--- config.mk ---
export PLATFORM = sky130hd
export DESIGN_NAME = fetch_queue
export DESIGN_NICKNAME = d
export VERILOG_FILES = /design/src/rtl/fetch_queue_pkg.sv /design/src/rtl/fetch_fifo.sv /design/src/rtl/fetch_queue.sv
export SDC_FILE = /design/constraint.sdc
export NUM_CORES = 1
export LEC_CHECK = 0
export CAP_MARGIN = 30
export CORE_ASPECT_RATIO = 1.2
export CORE_MARGIN = 1.5
export CORE_UTILIZATION = 25
export CTS_CLUSTER_DIAMETER = 80
export CTS_CLUSTER_SIZE = 30
export DETAILED_ROUTE_END_ITERATION = 7
export GPL_ROUTABILITY_DRIVEN = 0
export MAX_ROUTING_LAYER = met4
export PLACE_DENSITY_LB_ADDON = 0.08
export SLEW_MARGIN = 20
export SYNTH_ARGS = -nofsm -noshare
export SYNTH_HDL_FRONTEND = slang
export SYNTH_SLANG_ARGS = --single-unit
--- constraint.sdc ---
create_clock -name clk -period 11.9 [get_ports clk]
set_clock_uncertainty 0.15 [all_clocks]
set_input_delay 1.785 -clock clk [delete_from_list [all_inputs] [get_ports clk]]
set_output_delay 1.785 -clock clk [all_outputs]
set_load 0.05 [all_outputs]
--- src/rtl/fetch_queue_pkg.sv ---
// Shared fetch-stage types: PC, instruction word and the buffered fetch entry.
// FETCH_DEPTH sets the default fetch FIFO depth.
package fetch_queue_pkg;

   localparam int PC_WIDTH    = 8;
   localparam int INSTR_WIDTH = 32;
   localparam int FETCH_DEPTH = 2;

   typedef logic [PC_WIDTH-1:0]    ProgramCounter;
   typedef logic [INSTR_WIDTH-1:0] Instruction;

   typedef struct packed {
      ProgramCounter pc;
      Instruction    instr;
   } FetchEntry;

endpackage

--- src/rtl/fetch_fifo.sv ---
// DEPTH-entry FIFO of FetchEntry with flush priority over push/pop.
// Ports: clk, rst, push, pop, flush, din, dout (0 when empty), count, full, empty.
module fetch_fifo
   import fetch_queue_pkg::*;
#(
   parameter int DEPTH = FETCH_DEPTH,
   localparam int AW   = $clog2(DEPTH),
   localparam int CW   = AW + 1
) (
   input  logic          clk,
   input  logic          rst,
   input  logic          push,
   input  logic          pop,
   input  logic          flush,
   input  FetchEntry     din,
   output FetchEntry     dout,
   output logic [CW-1:0] count,
   output logic          full,
   output logic          empty
);

   localparam logic [CW-1:0] FULL_CNT = CW'(DEPTH);

   FetchEntry       mem [DEPTH];
   logic [AW-1:0]   wr_ptr;
   logic [AW-1:0]   rd_ptr;

   // DEPTH is a power of two, so pointers wrap by plain overflow.
   always_ff @(posedge clk or posedge rst) begin
      if (rst) begin
         wr_ptr <= '0;
         rd_ptr <= '0;
         count  <= '0;
      end else if (flush) begin
         wr_ptr <= '0;
         rd_ptr <= '0;
         count  <= '0;
      end else begin
         if (push)
            wr_ptr <= wr_ptr + 1'b1;
         if (pop)
            rd_ptr <= rd_ptr + 1'b1;
         count <= count + {{AW{1'b0}}, push}
                        - {{AW{1'b0}}, pop};
      end
   end

   always_ff @(posedge clk) begin
      if (push && !flush)
         mem[wr_ptr] <= din;
   end

   assign full  = (count == FULL_CNT);
   assign empty = (count == '0);
   assign dout  = empty ? '0 : mem[rd_ptr];

endmodule

--- src/rtl/fetch_queue.sv ---
// Fetch front end: owns the PC, drives the ROM address, buffers fetched
// instructions and hands them downstream via out_valid/out_ready.
// Ports: clk, rst, imem_addr/imem_instr (comb ROM), redirect/redirect_pc,
// out_valid/out_ready, out_instr, out_pc, out_next_pc, occupancy.
module fetch_queue
   import fetch_queue_pkg::*;
#(
   parameter int              PC_W     = PC_WIDTH,
   parameter int              INSTR_W  = INSTR_WIDTH,
   parameter int              DEPTH    = FETCH_DEPTH,
   parameter logic [PC_W-1:0] RESET_PC = '0
) (
   input  logic                     clk,
   input  logic                     rst,
   output logic [PC_W-1:0]          imem_addr,
   input  logic [INSTR_W-1:0]       imem_instr,
   input  logic                     redirect,
   input  logic [PC_W-1:0]          redirect_pc,
   output logic                     out_valid,
   input  logic                     out_ready,
   output logic [INSTR_W-1:0]       out_instr,
   output logic [PC_W-1:0]          out_pc,
   output logic [PC_W-1:0]          out_next_pc,
   output logic [$clog2(DEPTH):0]   occupancy
);

   logic [PC_W-1:0] pc;
   logic            pop;
   logic            fetch;
   logic            full;
   logic            empty;
   FetchEntry       din;
   FetchEntry       dout;

   assign imem_addr = pc;

   // A redirect cycle must never hand over a wrong-path head.
   assign out_valid = !empty && !redirect;
   assign pop       = out_valid && out_ready;
   // A full queue can still fetch when the head leaves this cycle.
   assign fetch     = !redirect && (!full || pop);

   assign din.pc    = pc;
   assign din.instr = imem_instr;

   always_ff @(posedge clk or posedge rst) begin
      if (rst)
         pc <= RESET_PC;
      else if (redirect)
         pc <= redirect_pc;
      else if (fetch)
         pc <= pc + 1'b1;
   end

   fetch_fifo #(
      .DEPTH (DEPTH)
   ) u_fifo (
      .clk   (clk),
      .rst   (rst),
      .push  (fetch),
      .pop   (pop),
      .flush (redirect),
      .din   (din),
      .dout  (dout),
      .count (occupancy),
      .full  (full),
      .empty (empty)
   );

   assign out_instr   = dout.instr;
   assign out_pc      = dout.pc;
   assign out_next_pc = empty ? '0 : dout.pc + 1'b1;

endmodule

Yosys cells after proc, flatten, opt, wreduce, memory -nomap -nowiden
Memory sizes are Yosys's and may differ from the RTL's.
Cells that the tools add are included.
{ "op_classes": {"n_addsub": 6, "eq_ne": 1, "mux": 11, "n_reduce_logical": 11} }
{ "ops": {"columns": ["operator", "n"], "rows": [
  ["40-bit 2-to-1 mux", 1],
  ["8-bit 2-to-1 mux", 3],
  ["8-bit by 1-bit adder with 8-bit output, second input constant", 2],
  ["1-bit 2-to-1 mux", 6],
  ["1-bit logical AND", 4],
  ["2-bit nonzero test", 2],
  ["1-bit logical NOT", 3],
  ["1-bit adder, second input constant", 2],
  ["2-bit by 1-bit adder with 2-bit output", 1],
  ["2-bit == test, second input constant", 1],
  ["2-bit logical NOT", 1],
  ["2-bit 2-to-1 mux", 1],
  ["2-bit by 1-bit subtractor with 2-bit output", 1],
  ["1-bit logical OR", 1]
]} }
{ "word_totals": {"register_bits": 12, "ramBits": 80, "out_inout_bits": 59, "wordCells": 34, "memories": 1} }
{ "memory_table": {"columns": ["name", "words", "word_bits", "rd", "rd_ports_with_merged_regs", "write_ports", "line", "rtl"], "rows": [
  ["u_fifo.mem", 2, 40, 1, 0, 1, "fetch_fifo.sv:24", "FetchEntry mem [DEPTH];"]
]} }

Depth between registers and ports, before layout
{ "logic_depth": {"ltp_word": 9, "mapped_depth": 10} }

Hierarchy
Synthesis repeated with hierarchy kept, for this count alone.
{ "unflattened": {"cells_unflattened": 265, "hier_area_um2": 3920.0} }
{ "modules_own_cells": {"columns": ["module", "instances", "cells_per_inst", "area_per_inst_um2", "seq_area_each_um2"], "rows": [
  ["fetch_fifo", 1, 189, 3286.9, 2502.4],
  ["fetch_queue", 1, 76, 633.1, 200.2]
]} }

Worst setup path after synthesis
OpenSTA, ideal clock, no wires.
{ "synth_path": {"kind": "register to output", "from": "register u_fifo.count[0]", "to": "output out_next_pc[6]", "t_arrival_ns": 3.553, "t_required_ns": 9.965, "setup_slack_ns": 6.412, "stages_incl_launch_ff": 10, "path_cell_list": "dfrtp_1 nor2_2 buf_2 buf_4 buf_2 nor2_1 ha_1 nor4b_4 nand3_1 xnor2_1"} }
{ "synth_via": {"elab_chain_len": 4} }
{ "synth_rtl": {"columns": ["item", "line", "rtl"], "rows": [
  ["start: declaration", "fetch_fifo.sv:17", "output logic [CW-1:0] count,"],
  ["start signal: assignment", "fetch_fifo.sv:43", "count <= count + {{AW{1'b0}}, push}"],
  ["2-bit logical NOT", "fetch_fifo.sv:54", "assign empty = (count == '0);"],
  ["40-bit 2-to-1 mux", "fetch_fifo.sv:55", "assign dout = empty ? '0 : mem[rd_ptr];"],
  ["net out_pc[0]", "fetch_queue.sv:22", "output logic [PC_W-1:0] out_pc,"],
  ["8-bit by 1-bit adder with 8-bit output", "fetch_queue.sv:72", "assign out_next_pc = empty ? '0 : dout.pc + 1'b1;"],
  ["8-bit 2-to-1 mux", "fetch_queue.sv:72", null],
  ["end: declaration", "fetch_queue.sv:23", "output logic [PC_W-1:0] out_next_pc,"]
]} }
The timed path passes the listed nets, and every way through them passes these cells.

Worst setup path in the final report
{ "layout_path": {"from": "input redirect", "to": "output out_valid"} }
{ "layout_via": {"elab_chain_len": 2} }
{ "layout_rtl": {"columns": ["item", "line", "rtl"], "rows": [
  ["start: declaration", "fetch_queue.sv:17", "input logic redirect,"],
  ["1-bit logical NOT", "fetch_queue.sv:38", "assign out_valid = !empty && !redirect;"],
  ["1-bit logical AND", "fetch_queue.sv:38", null],
  ["end: declaration", "fetch_queue.sv:19", "output logic out_valid,"]
]} }
No other way between the ends.

==> flow_summary.ini <==
[sta]
period_minus_slack_ns = 5.609
rsz0062_at_grt = no
final_hold_viol_count = 0
finalSetupViolCount = 0
maxSlewHeadroom = 0.5143
fin_tns_setup_ns = 0
period_share = 0.4713
clock.fmax_ghz = 0.1783
tightest_slew_ns = 0.7263
slew_violations = 0

[floorplanning]
start_util = 0.2561
core_um2 = 15020
die-width_um = 116.2
num_io_pins = 103
rows = 49
dieArea_um2 = 16150
die_h_um = 138.9

[setup_path]
crit_arrival_ns = 3.67
reg2reg_depth = 10
r2r_start = u_fifo.count[0]$_DFF_PP0_
worstSetupStartpointType = input port
path_class = input port to primary output
cp.required_ns = 9.97
crit_path_max_fanout = 22
crit_path_end_kind = primary output
reg2reg_slack_ns = 9.41
r2r_end = u_fifo.count[1]$_DFF_PP0_

[synth]
syn_area_um2 = 3847
yosys.area.top_type = edfxtp_1
synth_cell_types = 28
synth_seq_cells = 92
avgSynthCellArea_um2 = 14.74
seq_area_frac_synth = 0.7024
synth_area_leaders = edfxtp_1 (62%), mux2i_1 (10%), dfrtp_1 (7.8%), nor2_1 (4.8%), xnor2_1 (2.5%)
synth_top_area_frac = 0.6244
ys_warn_count = 0
syn_nets = 309
syn_inst = 261

[global_routing]
grt_pass1_vias = 2454
gr-total-overflow = 0
grt_pass1_wl_um = 13400
grt_use_total = 0.1156
antenna_found_initial = 0
grt_max_degree = 49

[hold_path]
hold_path.class = register to register
holdPathEnd = u_fifo.mem[1][39]$_DFFE_PP_
min_path_cells = 0
holdCritStartpoint = imem_addr[7]$_DFFE_PP0P_

[status]
status = complete, no violations

[power_and_ir_drop]
p_leak_nw = 1.817
netSwitchingPower_w = 0.0006069
pwr-share-clk = 0.188
power_frac_comb = 0.496
swShare = 0.4422
pwr-share-seq = 0.316
power_w = 0.001372
vdd.ir_drop.worst_mv = 0.1140
powerDensity_nw_per_um2 = 255.5
intPower_w = 0.0007654

[clock_network]
clk_pin_slew_ns = 0.06
cts_sinks = 92
post_cts_buffers = 0
ctsResizeCount = 0
clkLatencyLatePin_ns = 0.34
numCtsBuffers = 9
cts_tree = built
h-tree-depth = 3
hold_buffers = 0
clock_path_buffers = 2
clk_root_buffer_cell = clkbuf_16

[run]
cap_violations = 0

[drt]
ant_nets = 0
routedWlPerCell_um = 14.96
drc = 0
vias = 2379
drt_pre_antenna_iters = 4
routed_wl_um = 8604
routed_via_density = 4.137
drt_iter0_markers = 66

[finish]
final_common_cell = clkdlybuf4s50_1
final_cell_mix = clkdlybuf4s50_1 (102), edfxtp_1 (80), nor2_1 (49), mux2i_1 (40)
syn2layout_area_growth_pct = 39.58
layout-drive-gt1-share = 0.07817
fin_nets = 414
stdcell_area_um2 = 5370
antenna_cells = 0

[placement]
io_buffers = 102
post-dp-hpwl_um = 5658
place_area_um2 = 5104
how the worst max path moves through the flow:
stage | start | to | slack (ns)
2_1_floorplan | u_fifo.count[0]$_DFF_PP0_ | out_next_pc[6] | 6.41
3_3_place_gp | redirect | out_valid | 6.24
3_5_place_dp | redirect | out_valid | 6.25
4_1_cts | redirect | out_valid | 6.24
5_1_grt | redirect | out_valid | 6.10
6_report | redirect | out_valid | 6.29
worst max-delay path, cell delays in order:
cell and delay, ns:
clkdlybuf4s50_1 0.79, nor2_1 0.27, clkdlybuf4s50_1 0.83
cell type report:
cell class              instances  area [um^2]
well taps                     204        255.2
clock buffers                   9        225.2
fillers                      1507         9651
clock inverters                 7        41.29
multi-input cells             153         1062
repair buffers                107         1071
inverters                       3        11.26
flip-flops and latches         92         2704
state kept, by name, summed over array words and instances (netlist names):
name and count:
u_fifo.rd_ptr 1, u_fifo.mem 80, u_fifo.wr_ptr 1, u_fifo.count 2
imem_addr 8
metal layers:
layer	global-route usage	wire, um
met3	0.02928	520
met2	0.1755	4111
met4	0.05584	167
met1	0.1427	3805
met5	-	0
power by group through the flow:
stage | Sequential (W) | Clock, W | Combinational (W)
after floorplan | 0.000456 | 0 | 0.000451
after global placement | 0.000440 | 0 | 0.000691
after detailed placement | 0.000441 | 0 | 0.000691
after CTS | 0.000435 | 0.000268 | 0.000693
after global routing | 0.000440 | 0.000280 | 0.000724
final | 0.000434 | 0.000258 | 0.000680
metrics by stage:
step	hold slack, ns	util	setup slack (ns)	instances
2_1_floorplan	0.3691	-	6.412	261
3_3_place_gp	0.3688	0.3384	6.241	558
3_5_place_dp	0.3568	0.3398	6.253	559
4_1_cts	0.3766	0.3575	6.238	575
5_1_grt	0.3918	0.3575	6.101	575
6_report	0.3744	0.3575	6.291	575
synthesized netlist by cell type:
cell type / number
nor3_2: 2
clkbuf_1: 2
buf_6: 2
mux2i_1: 40
mux2i_2: 1
nor4_1: 1
inv_1: 3
and2_1: 2
xor2_1: 6
mux2_2: 1
mux2_1: 1
buf_4: 3
dfrtp_1: 12
o21ai_0: 3
nand4_1: 1
edfxtp_1: 80
buf_2: 6
nor2_1: 49
nor3_1: 3
nor2_2: 3
nor3b_1: 1
o21ai_1: 5
nor2b_1: 3
ha_1: 4
xnor2_1: 11
nand2_1: 10
nor4b_4: 1
nand3_1: 5
cell families (layout without fill, tap and decap cells):
kind of cell / count (synthesis) / in the layout / synth area share
AO/OA/AOI/OAI: 8 / 8 / 0.01040
XOR/XNOR: 17 / 17 / 0.03870
adder cells (fa/ha/maj): 4 / 4 / 0.01301
buffers and inverters: 16 / 126 / 0.02439
flip-flops: 92 / 92 / 0.7024
multiplexers: 43 / 43 / 0.1135
AND/OR/NAND/NOR: 81 / 81 / 0.09756
(Power assumes the default switching activity.)
